File: src/rtl/trace_pkg.sv
// Shared trace-path definitions: frame length, packet scheduler states and the
// 16-bit statistics counter type with its saturating increment.
package trace_pkg;

  localparam int TRACE_WORDS_PER_PKT = 8;

  typedef enum logic [2:0] {
    IDLE,
    NEXT,
    REQ,
    CAPT,
    B0,
    B1,
    HOLD
  } sched_state_t;

  typedef logic [15:0] trace_cnt_t;

  function automatic trace_cnt_t cnt_sat_inc(input trace_cnt_t c);
    return (c == 16'hFFFF) ? c : c + 16'd1;
  endfunction

endpackage

File: src/rtl/trace_word_ser.sv
// trace_word_ser: captures one 16-bit buffer word and replays it as two registered bytes,
// low byte first, on a valid/ready stream; outputs hold steady while the sink stalls.
module trace_word_ser (
  input  logic        clk,
  input  logic        rst,
  input  logic        i_capt,
  input  logic        i_first,
  input  logic [15:0] i_word,
  input  logic        i_rdy,
  output logic [7:0]  o_dat,
  output logic        o_vld,
  output logic        o_first
);

  logic [7:0] r_hw_hi;
  logic [7:0] r_dat;
  logic       r_vld;
  logic       r_first;
  logic       r_hi;

  always_ff @(posedge clk) begin
    if (rst) begin
      r_hw_hi <= 8'h00;
      r_dat   <= 8'h00;
      r_vld   <= 1'b0;
      r_first <= 1'b0;
      r_hi    <= 1'b0;
    end else if (i_capt) begin
      r_hw_hi <= i_word[15:8];
      r_dat   <= i_word[7:0];
      r_vld   <= 1'b1;
      r_first <= i_first;
      r_hi    <= 1'b0;
    end else if (r_vld && i_rdy) begin
      if (!r_hi) begin
        r_dat   <= r_hw_hi;
        r_first <= 1'b0;
        r_hi    <= 1'b1;
      end else begin
        // dOut keeps the last byte; only valid drops
        r_vld <= 1'b0;
        r_hi  <= 1'b0;
      end
    end
  end

  assign o_dat   = r_dat;
  assign o_vld   = r_vld;
  assign o_first = r_first;

endmodule

File: src/rtl/trace_pkt_sched.sv
// trace_pkt_sched: drains whole frames from the trace buffer onto a byte valid/ready stream,
// dropping frames opened while out of sync; TRACE_PKT_STATS_EN builds the frame/drop counters.
module trace_pkt_sched
  import trace_pkg::*;
#(
  parameter int WORDS       = TRACE_WORDS_PER_PKT,
  parameter bit DROP_UNSYNC = 1'b1
) (
  input  logic        clk,
  input  logic        rst,
  input  logic        PacketAvail,
  input  logic        sync,
  input  logic [15:0] PacketIn,
  output logic        PacketNext,
  output logic        PacketNextWd,
  output logic [7:0]  dOut,
  output logic        dValid,
  input  logic        dReady,
  output logic        dFirst,
  output logic [15:0] frameCount,
  output logic [15:0] dropCount
);

  localparam int              WCW     = (WORDS > 1) ? $clog2(WORDS) : 1;
  localparam logic [WCW-1:0]  WC_LAST = WCW'(WORDS - 1);

  sched_state_t   r_state;
  sched_state_t   w_state_nxt;
  logic [WCW-1:0] r_wc;
  logic           r_keep;
  logic           w_acc;
  logic           w_last;
  logic           w_capt;
  logic           w_first;

  assign w_acc   = dValid && dReady;
  assign w_last  = (r_wc == WC_LAST);
  assign w_capt  = (r_state == CAPT);
  assign w_first = (r_wc == '0);

  always_comb begin
    w_state_nxt  = r_state;
    PacketNext   = 1'b0;
    PacketNextWd = 1'b0;
    case (r_state)
      IDLE: if (PacketAvail) w_state_nxt = NEXT;
      NEXT: begin
        PacketNext  = 1'b1;
        w_state_nxt = r_keep ? REQ : HOLD;
      end
      REQ: begin
        PacketNextWd = 1'b1;
        w_state_nxt  = CAPT;
      end
      CAPT: w_state_nxt = B0;
      B0:   if (w_acc) w_state_nxt = B1;
      B1:   if (w_acc) w_state_nxt = w_last ? HOLD : REQ;
      // HOLD lets PacketAvail catch up with the frame just opened
      HOLD: w_state_nxt = IDLE;
      default: w_state_nxt = IDLE;
    endcase
  end

  always_ff @(posedge clk) begin
    if (rst) begin
      r_state <= IDLE;
      r_wc    <= '0;
      r_keep  <= 1'b0;
    end else begin
      r_state <= w_state_nxt;
      if (r_state == IDLE) r_keep <= sync || !DROP_UNSYNC;
      if (r_state == NEXT) r_wc <= '0;
      else if (r_state == B1 && w_acc && !w_last) r_wc <= r_wc + 1'b1;
    end
  end

  trace_word_ser u_ser (
    .clk     (clk),
    .rst     (rst),
    .i_capt  (w_capt),
    .i_first (w_first),
    .i_word  (PacketIn),
    .i_rdy   (dReady),
    .o_dat   (dOut),
    .o_vld   (dValid),
    .o_first (dFirst)
  );

`ifdef TRACE_PKT_STATS_EN
  trace_cnt_t r_frame_cnt;
  trace_cnt_t r_drop_cnt;

  always_ff @(posedge clk) begin
    if (rst) begin
      r_frame_cnt <= '0;
      r_drop_cnt  <= '0;
    end else begin
      if (r_state == NEXT && !r_keep) r_drop_cnt <= cnt_sat_inc(r_drop_cnt);
      if (r_state == B1 && w_acc && w_last) r_frame_cnt <= cnt_sat_inc(r_frame_cnt);
    end
  end

  assign frameCount = r_frame_cnt;
  assign dropCount  = r_drop_cnt;
`else
  assign frameCount = 16'h0000;
  assign dropCount  = 16'h0000;
`endif

endmodule

File: config.mk
export PLATFORM = sky130hd
export DESIGN_NAME = trace_pkt_sched
export DESIGN_NICKNAME = d
export VERILOG_FILES = /design/src/rtl/trace_pkg.sv /design/src/rtl/trace_word_ser.sv /design/src/rtl/trace_pkt_sched.sv
export SDC_FILE = /design/constraint.sdc
export NUM_CORES = 1
export LEC_CHECK = 0
export BUFFER_PORTS_ARGS = -buffer_cell sky130_fd_sc_hd__buf_4
export CAP_MARGIN = 20
export CORE_UTILIZATION = 50
export CTS_CLUSTER_DIAMETER = 60
export CTS_CLUSTER_SIZE = 16
export DETAILED_ROUTE_END_ITERATION = 6
export MAX_ROUTING_LAYER = met4
export PLACE_DENSITY = 0.84
export REMOVE_ABC_BUFFERS = 1
export SYNTH_ARGS = -nofsm -noshare
export SYNTH_HDL_FRONTEND = slang
export SYNTH_SLANG_ARGS = --single-unit
File: constraint.sdc
create_clock -name clk -period 2.7 [get_ports clk]
set_clock_uncertainty 0.1 [all_clocks]
set_input_delay 0 -clock clk [delete_from_list [all_inputs] [get_ports clk]]
set_output_delay 0 -clock clk [all_outputs]
set_load 0.005 [all_outputs]
* Yosys cells after proc, flatten, opt, wreduce, memory -nomap -nowiden
Cells that the tools add are included.
Storage, ports and cells: flip-flop bits (word level) 26, latch bits 0, memory bits (writable) 0, bits in read-only memories 0, input port bits 21, output and inout port bits 44, word-level logic and storage cells 50, memories 0
Operators by class: add/subtract/negate cells 1, multiply operators 0, div/mod/pow operators 0, magnitude comparators 0, equal/unequal tests 10, shifts and indexed selects 0, mux-type cells 18, bitwise operators 0, reductions and logical operators 13
Operators with widths (count):
- $mux W8 | 3
- $pmux W3 S6 | 1
- $mux W3 | 5
- $eq A3 B3 Y1 const B | 3
- $mux W1 | 9
- $eq A3 B2 Y1 const B | 2
- $logic_not A3 Y1 | 2
- $ne A2 B2 Y1 const B | 3
- $reduce_and A2 Y1 | 2
- $reduce_bool A2 Y1 | 2
- $reduce_or A2 Y1 | 2
- $add A3 B1 Y3 const B | 1
- $eq A3 B1 Y1 const B | 1
- $logic_and A1 B1 Y1 | 3
- $reduce_and A3 Y1 | 1
- $ne A2 B1 Y1 const B | 1
- $logic_not A1 Y1 | 1

* Logic depth before layout (Yosys ltp)
Gate-level depths: netlist of run 1.
word-level depth 4, gate-level depth with buffers 6, gate-level depth less buffers 5

* Modules after synthesis
From an unflattened synthesis of run 1, not the netlist that was laid out.
Second synthesis, totals: cell total of the unflattened synthesis 163, area, all modules 1473.9 µm²
Modules (own cells, without submodules):
- trace_word_ser | instances 1, cells an instance 84, area an instance 823.3 µm², sequential area each 380.4 µm²
- trace_pkt_sched | instances 1, cells an instance 79, area an instance 650.6 µm², sequential area each 140.1 µm²

* Least setup slack after synthesis of run 1
No wires, ideal clock.
kind reg-to-reg, from reg r_wc[0], to reg r_state[2], setup time 0.132 ns, data arrival time 1.057 ns, slack 1.411 ns, stages on the path, launching flop included 5, buffers on the path 0, cell sequence dfxtp_1 > ha_1 > ha_1 > o311ai_0 > a21oi_1
On the way: longest elaborated chain between the ends 4
RTL lines:
- start, declared | line trace_pkt_sched.sv:29 | logic [WCW-1:0] r_wc;
- start signal, assigned | line trace_pkt_sched.sv:73 | else if (r_state == B1 && w_acc && !w_last) r_wc <= r_wc + 1'b1;
- $eq A3 B3 Y1 | line trace_pkt_sched.sv:37 | assign w_last = (r_wc == WC_LAST);
- $mux W3 (2 in series) | line trace_pkt_sched.sv:57 | B1: if (w_acc) w_state_nxt = w_last ? HOLD : REQ;
- $pmux W3 S6 | line trace_pkt_sched.sv:45 | case (r_state)
- end signal, assigned | line trace_pkt_sched.sv:70 | r_state <= w_state_nxt;
- end, declared | line trace_pkt_sched.sv:27 | sched_state_t r_state;
No other way between the ends. The select of a mux whose other input is x is not followed. A chain may end at the register's enable or synchronous reset.

* Final worst setup path of run 1
from reg r_state[0], to reg u_ser.r_dat[4] (netlist: u_ser.o_dat[4])
On the way: longest elaborated chain between the ends 3, elaborated cells on any way between the ends 5, classes of those cells eq/ne (2); mux (1); reduce/logical (2)
RTL lines:
- $eq A3 B2 Y1 * | line trace_pkt_sched.sv:38 | assign w_capt = (r_state == CAPT);
- $ne A2 B1 Y1 (no source line) / $reduce_bool A2 Y1 (equally long branches)
- $reduce_and A2 Y1 (no source line)
- end signal, assigned | line trace_word_ser.sv:30 | r_dat <= i_word[7:0];
- end signal, assigned | line trace_word_ser.sv:36 | r_dat <= r_hw_hi;
- end, declared | line trace_word_ser.sv:16 | logic [7:0] r_dat;
Every way passes the cells marked *; elsewhere a longest branch is shown, timed or not.

==> results of run 1 <==
worst max path at each step:
stage	endpoint	startpoint	cells after the start
final	u_ser.o_dat[4]	r_state[0]	4
after global routing	u_ser.o_dat[4]	r_state[0]	4
after CTS	u_ser.o_dat[0]	r_state[1]	4
after detailed placement	u_ser.o_dat[0]	r_state[1]	3
after global placement	u_ser.o_dat[0]	r_state[1]	3
after floorplan	u_ser.o_dat[0]	r_state[1]	3
synth_stat cells (all sizes together):
master and count:
a211o 1, a211oi 9, a21oi 23, and3b 2
and4b 1, buf 39, clkbuf 3, conb 1
dfxtp 26, ha 3, inv 5, mux2i 1
nand2 27, nand2b 1, nand3 4, nand3b 3
nand4b 1, nor2 12, nor2b 1, nor3 2
nor3b 1, o21ai 3, o311ai 1, o41ai 1
or2 1, or4 1, xnor2 1, xor2 1
cell families (layout without fill, tap and decap cells):
group                      Yosys count  count (layout)  share of synthesized area
adders and majority gates            3               3                    0.02614
xor gates and xnor gates             2               2                    0.01220
other                                1              32                   0.002611
and+or+nand+nor                     57              57                     0.1960
DFF                                 26              26                     0.3624
AOI/OAI and AO/OA                   38              38                     0.1629
muxes                                1               1                   0.006969
buffers and inverters               47              78                     0.2308
routing by layer:
metal / vias up / global-route usage / wire [um]
met1: 618 / 0.2404 / 1203
met4: 0 / 0.05357 / 27
met3: 4 / 0.05116 / 168
met2: 54 / 0.3873 / 1677
met5: - / - / 0
li1: 648 / - / -
sequential cells by signal (all words and copies together), names as in the netlist:
signal,flops
u_ser.o_dat,8
u_ser.r_hw_hi,8
r_state,3
r_wc,3
r_keep,1
u_ser.o_first,1
u_ser.o_vld,1
u_ser.r_hi,1
where the power goes:
part / total, uW / switching (uW) / internal (uW)
Sequential: 440 / 32.3 / 408
Clock: 197 / 114 / 82.5
Combinational: 197 / 84.2 / 112
Total: 834 / 231 / 603
stage by stage:
stage,area (um2),cells
floorplan,1240,164
global placement,1519,227
detailed placement,1519,227
CTS,1926,268
global route,1926,268
finish,1926,268
final cells by class:
| type | count | area share |
|---|---|---|
| Multi-Input combinational cell | 133 | 0.3639 |
| Timing Repair Buffer | 69 | 0.3171 |
| Sequential cell | 26 | 0.2703 |
| Tap cell | 31 | 0.02014 |
| Clock buffer | 4 | 0.01884 |
| Inverter | 5 | 0.009747 |
worst reg2reg max path: cells and delay by family, from the launching register on:
| family | cells | cell delay [ps] |
|---|---|---|
| AND/OR/NAND/NOR | 1 | 680 |
| flip-flops | 1 | 570 |
| AO/OA/AOI/OAI | 2 | 420 |
| buffers and inverters | 1 | 580 |
==> out/summary.log, run 1 <==
INFO  outcome        outcome=complete, but fails checks
INFO  outcome        violations=design-rule violations
INFO  power_and_ir_drop max-vdd-ir-drop=0.0003921V
INFO  synthesis      synthesized_netlist_cell_count=175
INFO  timing         slew-limit-headroom=0.5314
INFO  clock_tree     htree_levels=1
INFO  timing         whs=378.5ps
INFO  cells_and_area utilization=0.7043
INFO  timing         timing.final.hold_violations=0
INFO  hold_path      hold_class=flop to flop
INFO  global_route   grt_max_degree=26
INFO  setup_path     cp_buf_inv_count=1
INFO  hold_path      worstHoldPathCells=2
INFO  timing         finalSetupTns=0ps
INFO  placed_design  port_buffers=32
INFO  setup_path     worst_path_dominant_cell_family=simple AND/OR/NAND/NOR gates
INFO  cells_and_area fraction_of_final_layout_cells_sized_beyond_drive_strength_1=0.1688
INFO  cells_and_area fin_nets=262
INFO  synthesis      postSynthAreaPerCell=8.208um2
INFO  clock_tree     cts_root_buffer=clkbuf_4
INFO  synthesis      synth_sequential_area_ratio=0.3624
INFO  power_and_ir_drop lkg_pwr=0.0008919uW
INFO  synthesis      post_synth_instance_area=0.001436mm2
INFO  detailed_routing via_count=1324
INFO  timing         max_freq=0.4175GHz
INFO  global_route   global_route_wire_length_before_repair=5.223mm
INFO  cells_and_area antenna-diode-count=0
INFO  detailed_routing antenna_left=0
INFO  cells_and_area syn2layout_area_growth=34.06%
INFO  setup_path     setup.worst_path.end_class=flop
INFO  setup_path     critPathArrivalTime=2570ps
INFO  timing         drv_slew=0
INFO  clock_tree     clkTransAtPathRegs=140ps
INFO  clock_tree     post_cts_resize_count=0
INFO  setup_path     startpoint_of_the_worst_slack_reg_to_reg_timing_path=r_state[0]
INFO  synthesis      synth_top_cell_by_area=dfxtp_1
INFO  timing         min_period_over_period=0.8872
INFO  clock_tree     worst_skew_pair.late_latency=320ps
INFO  setup_path     cp_cell_sequence=and3b_1 -> a21oi_1 -> a211oi_1 -> dlygate4sd3_1
INFO  cells_and_area filler_cell_count=201
INFO  clock_tree     cts.hold.buffers_added=37
INFO  setup_path     worst_path_largest_cell_delay=680ps
INFO  power_and_ir_drop power-per-cell-area=433.1mW/mm2
INFO  global_route   first_global_vias=1217
INFO  detailed_routing viasPerCell=4.940
INFO  detailed_routing drt_first_iter_violations=31
INFO  die            fp-row-count=19
INFO  detailed_routing routed_len_inst=11.49um
INFO  run            max_cap_viol_count=0
INFO  die            design.core.area=0.002734mm2
INFO  power_and_ir_drop report.power.total=833.9uW
INFO  hold_path      worst_hold_path.endpoint=u_ser.o_first
INFO  setup_path     worst_path_required=2880ps
INFO  synthesis      postSynthRegisterBits=26
INFO  timing         tightestPinTransition=702.9ps
INFO  setup_path     timing.reg2reg.setup_slack=300ps
INFO  clock_tree     tritoncts=yes
INFO  clock_tree     cts_post_setup_buffers_inserted=0
INFO  detailed_routing dr.pass1.iters=6
INFO  synthesis      synth.top_cells.by_area=dfxtp_1 (36%), buf_4 (19%), a21oi_1 (8.0%), nand2_1 (7.1%), a211oi_1 (3.7%)
INFO  global_route   grt_antenna_before_repair=0
INFO  synthesis      synth.distinct_cells=33
INFO  synthesis      yosys.area.top_type_share=0.3624
INFO  setup_path     worst-r2r-cell-count=4
INFO  global_route   grt.overflow.total=0
INFO  timing         final.setup.worst_slack=304.5ps
INFO  die            starting_density=0.5254
INFO  setup_path     regToRegEndpoint=u_ser.o_dat[4]
INFO  placed_design  post-dp-hpwl=1.681mm
INFO  detailed_routing drt_wl_total=3.078mm
INFO  detailed_routing drt_drc_violations_left=2
INFO  setup_path     critical_path.startpoint_type=flop
INFO  timing         final-setup-viol-count=0
INFO  cells_and_area area.sequential=520.5um2
INFO  die            floorplan.die_area=0.003091mm2
INFO  setup_path     worst-path-max-fanout=19
INFO  timing         unrepaired_setup_endpoints_after_global_routing=false
INFO  synthesis      ys.warnings.count=0
INFO  placed_design  gp_routability_congestion=0.7838
INFO  setup_path     crit_path_top_delay_cell=and3b_1
INFO  die            floorplan.die.height=55.60um
INFO  placed_design  place_worst_setup_slack=949.7ps
INFO  die            die_width=55.60um
INFO  timing         layout_min_cycle_time=2395ps
INFO  clock_tree     ctsLongestPathBuffers=2
INFO  die            top_level_ports=65
INFO  cells_and_area most_frequent_standard_cell_in_the_layout_excluding_fill_and_tap_cells=dlygate4sd3_1
INFO  cells_and_area multi_input_combinational_cell_area=700.7um2
INFO  setup_path     criticalPathCategory=flop to flop
INFO  global_route   track_usage=0.2158
INFO  hold_path      worst_hold_startpoint=u_ser.o_first
INFO  cells_and_area most_frequent_cells_in_the_layout=dlygate4sd3_1 (37), conb_1 (32), buf_4 (32)
INFO  clock_tree     cts_inserted_buffers=3
INFO  clock_tree     numClockSinks=26
(Power assumes the default switching activity.)
==> inputs of run 2 (changes only) <==
CORE_ASPECT_RATIO = 1.25   (was default)
SYNTH_HIERARCHICAL = 1   (was default)
==> out/summary.log, run 2 <==
INFO  outcome        outcome=finished, final reports clean
INFO  synthesis      synth_most_common_cell=buf_4
INFO  setup_path     worst-r2r-cell-count=6
INFO  synthesis      ys.warnings.count=6
INFO  setup_path     cp_cell_sequence=inv_2 -> nor3b_2 -> buf_4 -> mux2i_1 -> nor2_1 -> dlygate4sd3_1
INFO  power_and_ir_drop comb_power_share=0.199
INFO  setup_path     worst-path-max-fanout=28
INFO  power_and_ir_drop p_int=653.0uW
INFO  cells_and_area antenna-diode-count=0
INFO  global_route   grt_antenna_before_repair=0
INFO  cells_and_area most_frequent_standard_cell_in_the_layout_excluding_fill_and_tap_cells=buf_4
INFO  detailed_routing drt_first_iter_violations=21
INFO  synthesis      postSynthAreaPerCell=9.042um2
INFO  timing         min_period_over_period=0.7932
INFO  detailed_routing dr.pass1.iters=4
INFO  clock_tree     ctsLongestPathBuffers=2
INFO  timing         whs=29.05ps
INFO  global_route   track_usage=0.1995
INFO  synthesis      post_synth_and_or_nand_nor_area_fraction=0.1545
INFO  synthesis      synth.distinct_cells=35
INFO  timing         unrepaired_setup_endpoints_after_global_routing=false
INFO  synthesis      synth_enable_flop_cells=0
INFO  die            starting_density=0.5394
INFO  detailed_routing routed_len_inst=11.52um
INFO  die            fp-row-count=21
INFO  run            max_cap_viol_count=0
INFO  setup_path     timing.critical_path.depth=6
INFO  clock_tree     cts_root_buffer=clkbuf_4
INFO  die            floorplan.die_area=0.003170mm2
INFO  power_and_ir_drop power-per-cell-area=465.0mW/mm2
INFO  global_route   first_global_vias=1074
INFO  clock_tree     cts_inserted_buffers=3
INFO  synthesis      yosys.area.top_type_share=0.3531
INFO  detailed_routing viasPerCell=4.791
INFO  setup_path     crit_path_start=r_state[0]
INFO  die            die_width=50.56um
INFO  setup_path     cp_buf_inv_count=3
INFO  power_and_ir_drop lkg_pwr=0.0008582uW
INFO  setup_path     critical_path.startpoint_type=flop
INFO  detailed_routing antenna_left=0
INFO  cells_and_area most_frequent_cells_in_the_layout=buf_4 (33), conb_1 (32), dfxtp_1 (26)
INFO  setup_path     setup.worst_path.end_class=flop
INFO  placed_design  gp_routability_congestion=0.7994
INFO  setup_path     worst_path_required=2840ps
INFO  timing         timing.final.hold_violations=0
INFO  synthesis      synth_sequential_area_ratio=0.3531
INFO  clock_tree     post_cts_resize_count=0
INFO  setup_path     worstSetupEndpoint=u_ser/r_hw_hi[3]
INFO  synthesis      post_synth_fa_ha_maj_area_fraction=0.02547
INFO  clock_tree     htree_levels=1
INFO  power_and_ir_drop power.net_switching=216.9uW
INFO  cells_and_area fin_nets=240
INFO  hold_path      hold_class=primary input to flop
INFO  placed_design  port_buffers=32
INFO  die            floorplan.die.height=62.70um
INFO  synthesis      synth_top_cells_by_count=buf_4 (32), dfxtp_1 (26), nor2_1 (21)
INFO  cells_and_area filler_cell_count=215
INFO  setup_path     worst_path_largest_cell_delay=550ps
INFO  cells_and_area syn2layout_area_growth=26.91%
INFO  cells_and_area fraction_of_final_layout_cells_sized_beyond_drive_strength_1=0.2465
INFO  setup_path     critPathArrivalTime=2280ps
INFO  placed_design  dpl-instance-area=0.001598mm2
INFO  setup_path     criticalPathCategory=flop to flop
INFO  synthesis      synth_xor_xnor_area_share=0.005942
INFO  clock_tree     worst_skew_pair.late_latency=330ps
INFO  timing         drv_slew=0
INFO  global_route   grt.overflow.total=0
INFO  placed_design  post-dp-hpwl=1.827mm
INFO  synthesis      postSynth.asyncResetShare=0
INFO  clock_tree     tritoncts=yes
INFO  detailed_routing via_count=1193
INFO  setup_path     startpoint_of_the_worst_slack_reg_to_reg_timing_path=r_state[0]
INFO  clock_tree     clkTransAtPathRegs=150ps
INFO  global_route   grt_max_degree=29
INFO  setup_path     worst_path_dominant_cell_family=buffers and inverters
INFO  clock_tree     numClockSinks=26
INFO  synthesis      predominant_post_synthesis_flop_cell=dfxtp_1
INFO  timing         layout_min_cycle_time=2142ps
INFO  detailed_routing drt_drc_violations_left=0
INFO  cells_and_area utilization=0.6845
INFO  setup_path     timing.reg2reg.setup_slack=560ps
INFO  power_and_ir_drop max-vdd-ir-drop=0.0003188V
INFO  synthesis      synthesized_netlist_cell_count=163
INFO  synthesis      portion_of_netlist_area_occupied_by_mux_cells=0.1222
INFO  power_and_ir_drop sequentialPowerShare=0.493
INFO  synthesis      synth.top_cells.by_area=dfxtp_1 (35%), buf_4 (16%), mux2i_1 (6.1%), mux2_2 (6.1%), nor2_1 (5.3%)
INFO  synthesis      synth_compound_area_frac=0.1282
INFO  detailed_routing drt_wl_total=2.868mm
INFO  setup_path     crit_path_top_delay_cell=dlygate4sd3_1
INFO  timing         final-setup-viol-count=0
INFO  timing         max_freq=0.4669GHz
INFO  timing         finalSetupTns=0ps
INFO  synthesis      synth_top_family_by_area=buffers and inverters
INFO  power_and_ir_drop p_sw_frac=0.2494
INFO  cells_and_area final_cell_area=0.001871mm2
INFO  die            design.core.area=0.002733mm2
INFO  power_and_ir_drop share_clk_of_total_power=0.309
INFO  die            top_level_ports=65
INFO  setup_path     regToRegEndpoint=u_ser/r_hw_hi[3]
INFO  global_route   global_route_wire_length_before_repair=4.740mm
INFO  synthesis      synth_top_cell_by_area=dfxtp_1
INFO  synthesis      postSynthRegisterBits=26
INFO  synthesis      post_synth_instance_area=0.001474mm2
==> run 2: changes by cell type after synthesis, moves of 2 or more <==
cell / before / now
clkbuf_1: 3 / 1
mux2_2: 0 / 8
nor2_1: 12 / 21
mux2i_1: 1 / 9
buf_6: 1 / 3
a211oi_2: 2 / 0
inv_1: 5 / 3
nand3b_1: 2 / 0
and3b_1: 2 / 0
buf_4: 36 / 32
a21oi_1: 23 / 13
nand2_1: 27 / 6
a211oi_1: 7 / 9
==> run 2: power groups by stage <==
stage	Sequential, uW	Combinational [uW]	Clock [uW]
6_report	428	173	269
5_1_grt	432	192	289
4_1_cts	428	171	276
3_5_place_dp	437	147	0
3_3_place_gp	435	145	0
2_1_floorplan	432	86.5	0
==> run 2: repair_timing <==
action                    CTS  global route
hold buffers               22             0
hold endpoints to repair   23             0
buffers inserted            0             0
==> run 2: layout make-up <==
cell class                      instances  area [um2]  area share
Clock buffer                            3       22.52     0.01204
Clock inverter                          1       30.03     0.01605
Inverter                                5       18.77     0.01003
Multi-Input combinational cell        125       768.2      0.4107
Sequential cell                        26       520.5      0.2783
Tap cell                               34       42.54     0.02274
Timing Repair Buffer                   55       467.9      0.2502
==> run 2: worst min-delay path, stage by stage <==
cell and delay [ps]:
buf_4 70, mux2_2 130, a21oi_1 40, a211oi_1 180
==> run 2: metrics by stage <==
stage	cells	power (uW)	setup slack, ps
4_1_cts	249	874.5	587.0
3_3_place_gp	223	580.1	883.4
3_5_place_dp	223	583.2	843.3
5_1_grt	249	913.2	451.4
6_report	249	869.9	558.3
2_1_floorplan	156	518.6	-1232
==> run 2: worst min path at each step <==
stage	slack (ps)	to	start	cells after the start
2_1_floorplan	-30	r_state[1]	rst	1
3_3_place_gp	130	u_ser/r_hw_hi[2]	PacketIn[10]	3
3_5_place_dp	140	u_ser/r_hw_hi[0]	PacketIn[8]	3
4_1_cts	30	u_ser/o_dat[6]	PacketIn[6]	4
5_1_grt	40	u_ser/o_dat[4]	PacketIn[4]	4
6_report	30	u_ser/o_dat[6]	PacketIn[6]	4
==> run 2: routing by layer <==
| metal | track usage | wire length [um] |
|---|---|---|
| met1 | 0.2327 | 1241 |
| met2 | 0.3283 | 1449 |
| met3 | 0.01703 | 117 |
| met4 | 0.1146 | 60 |
| met5 | - | 0 |
==> run 2: logic make-up (layout without fill, tap and decap cells) <==
logic type | after synthesis | in the layout
adders and majority gates | 3 | 3
muxes | 17 | 17
AOI/OAI and AO/OA | 30 | 30
DFF | 26 | 26
and+or+nand+nor | 42 | 42
xor gates and xnor gates | 1 | 1
other | 1 | 32
buffers and inverters | 43 | 64
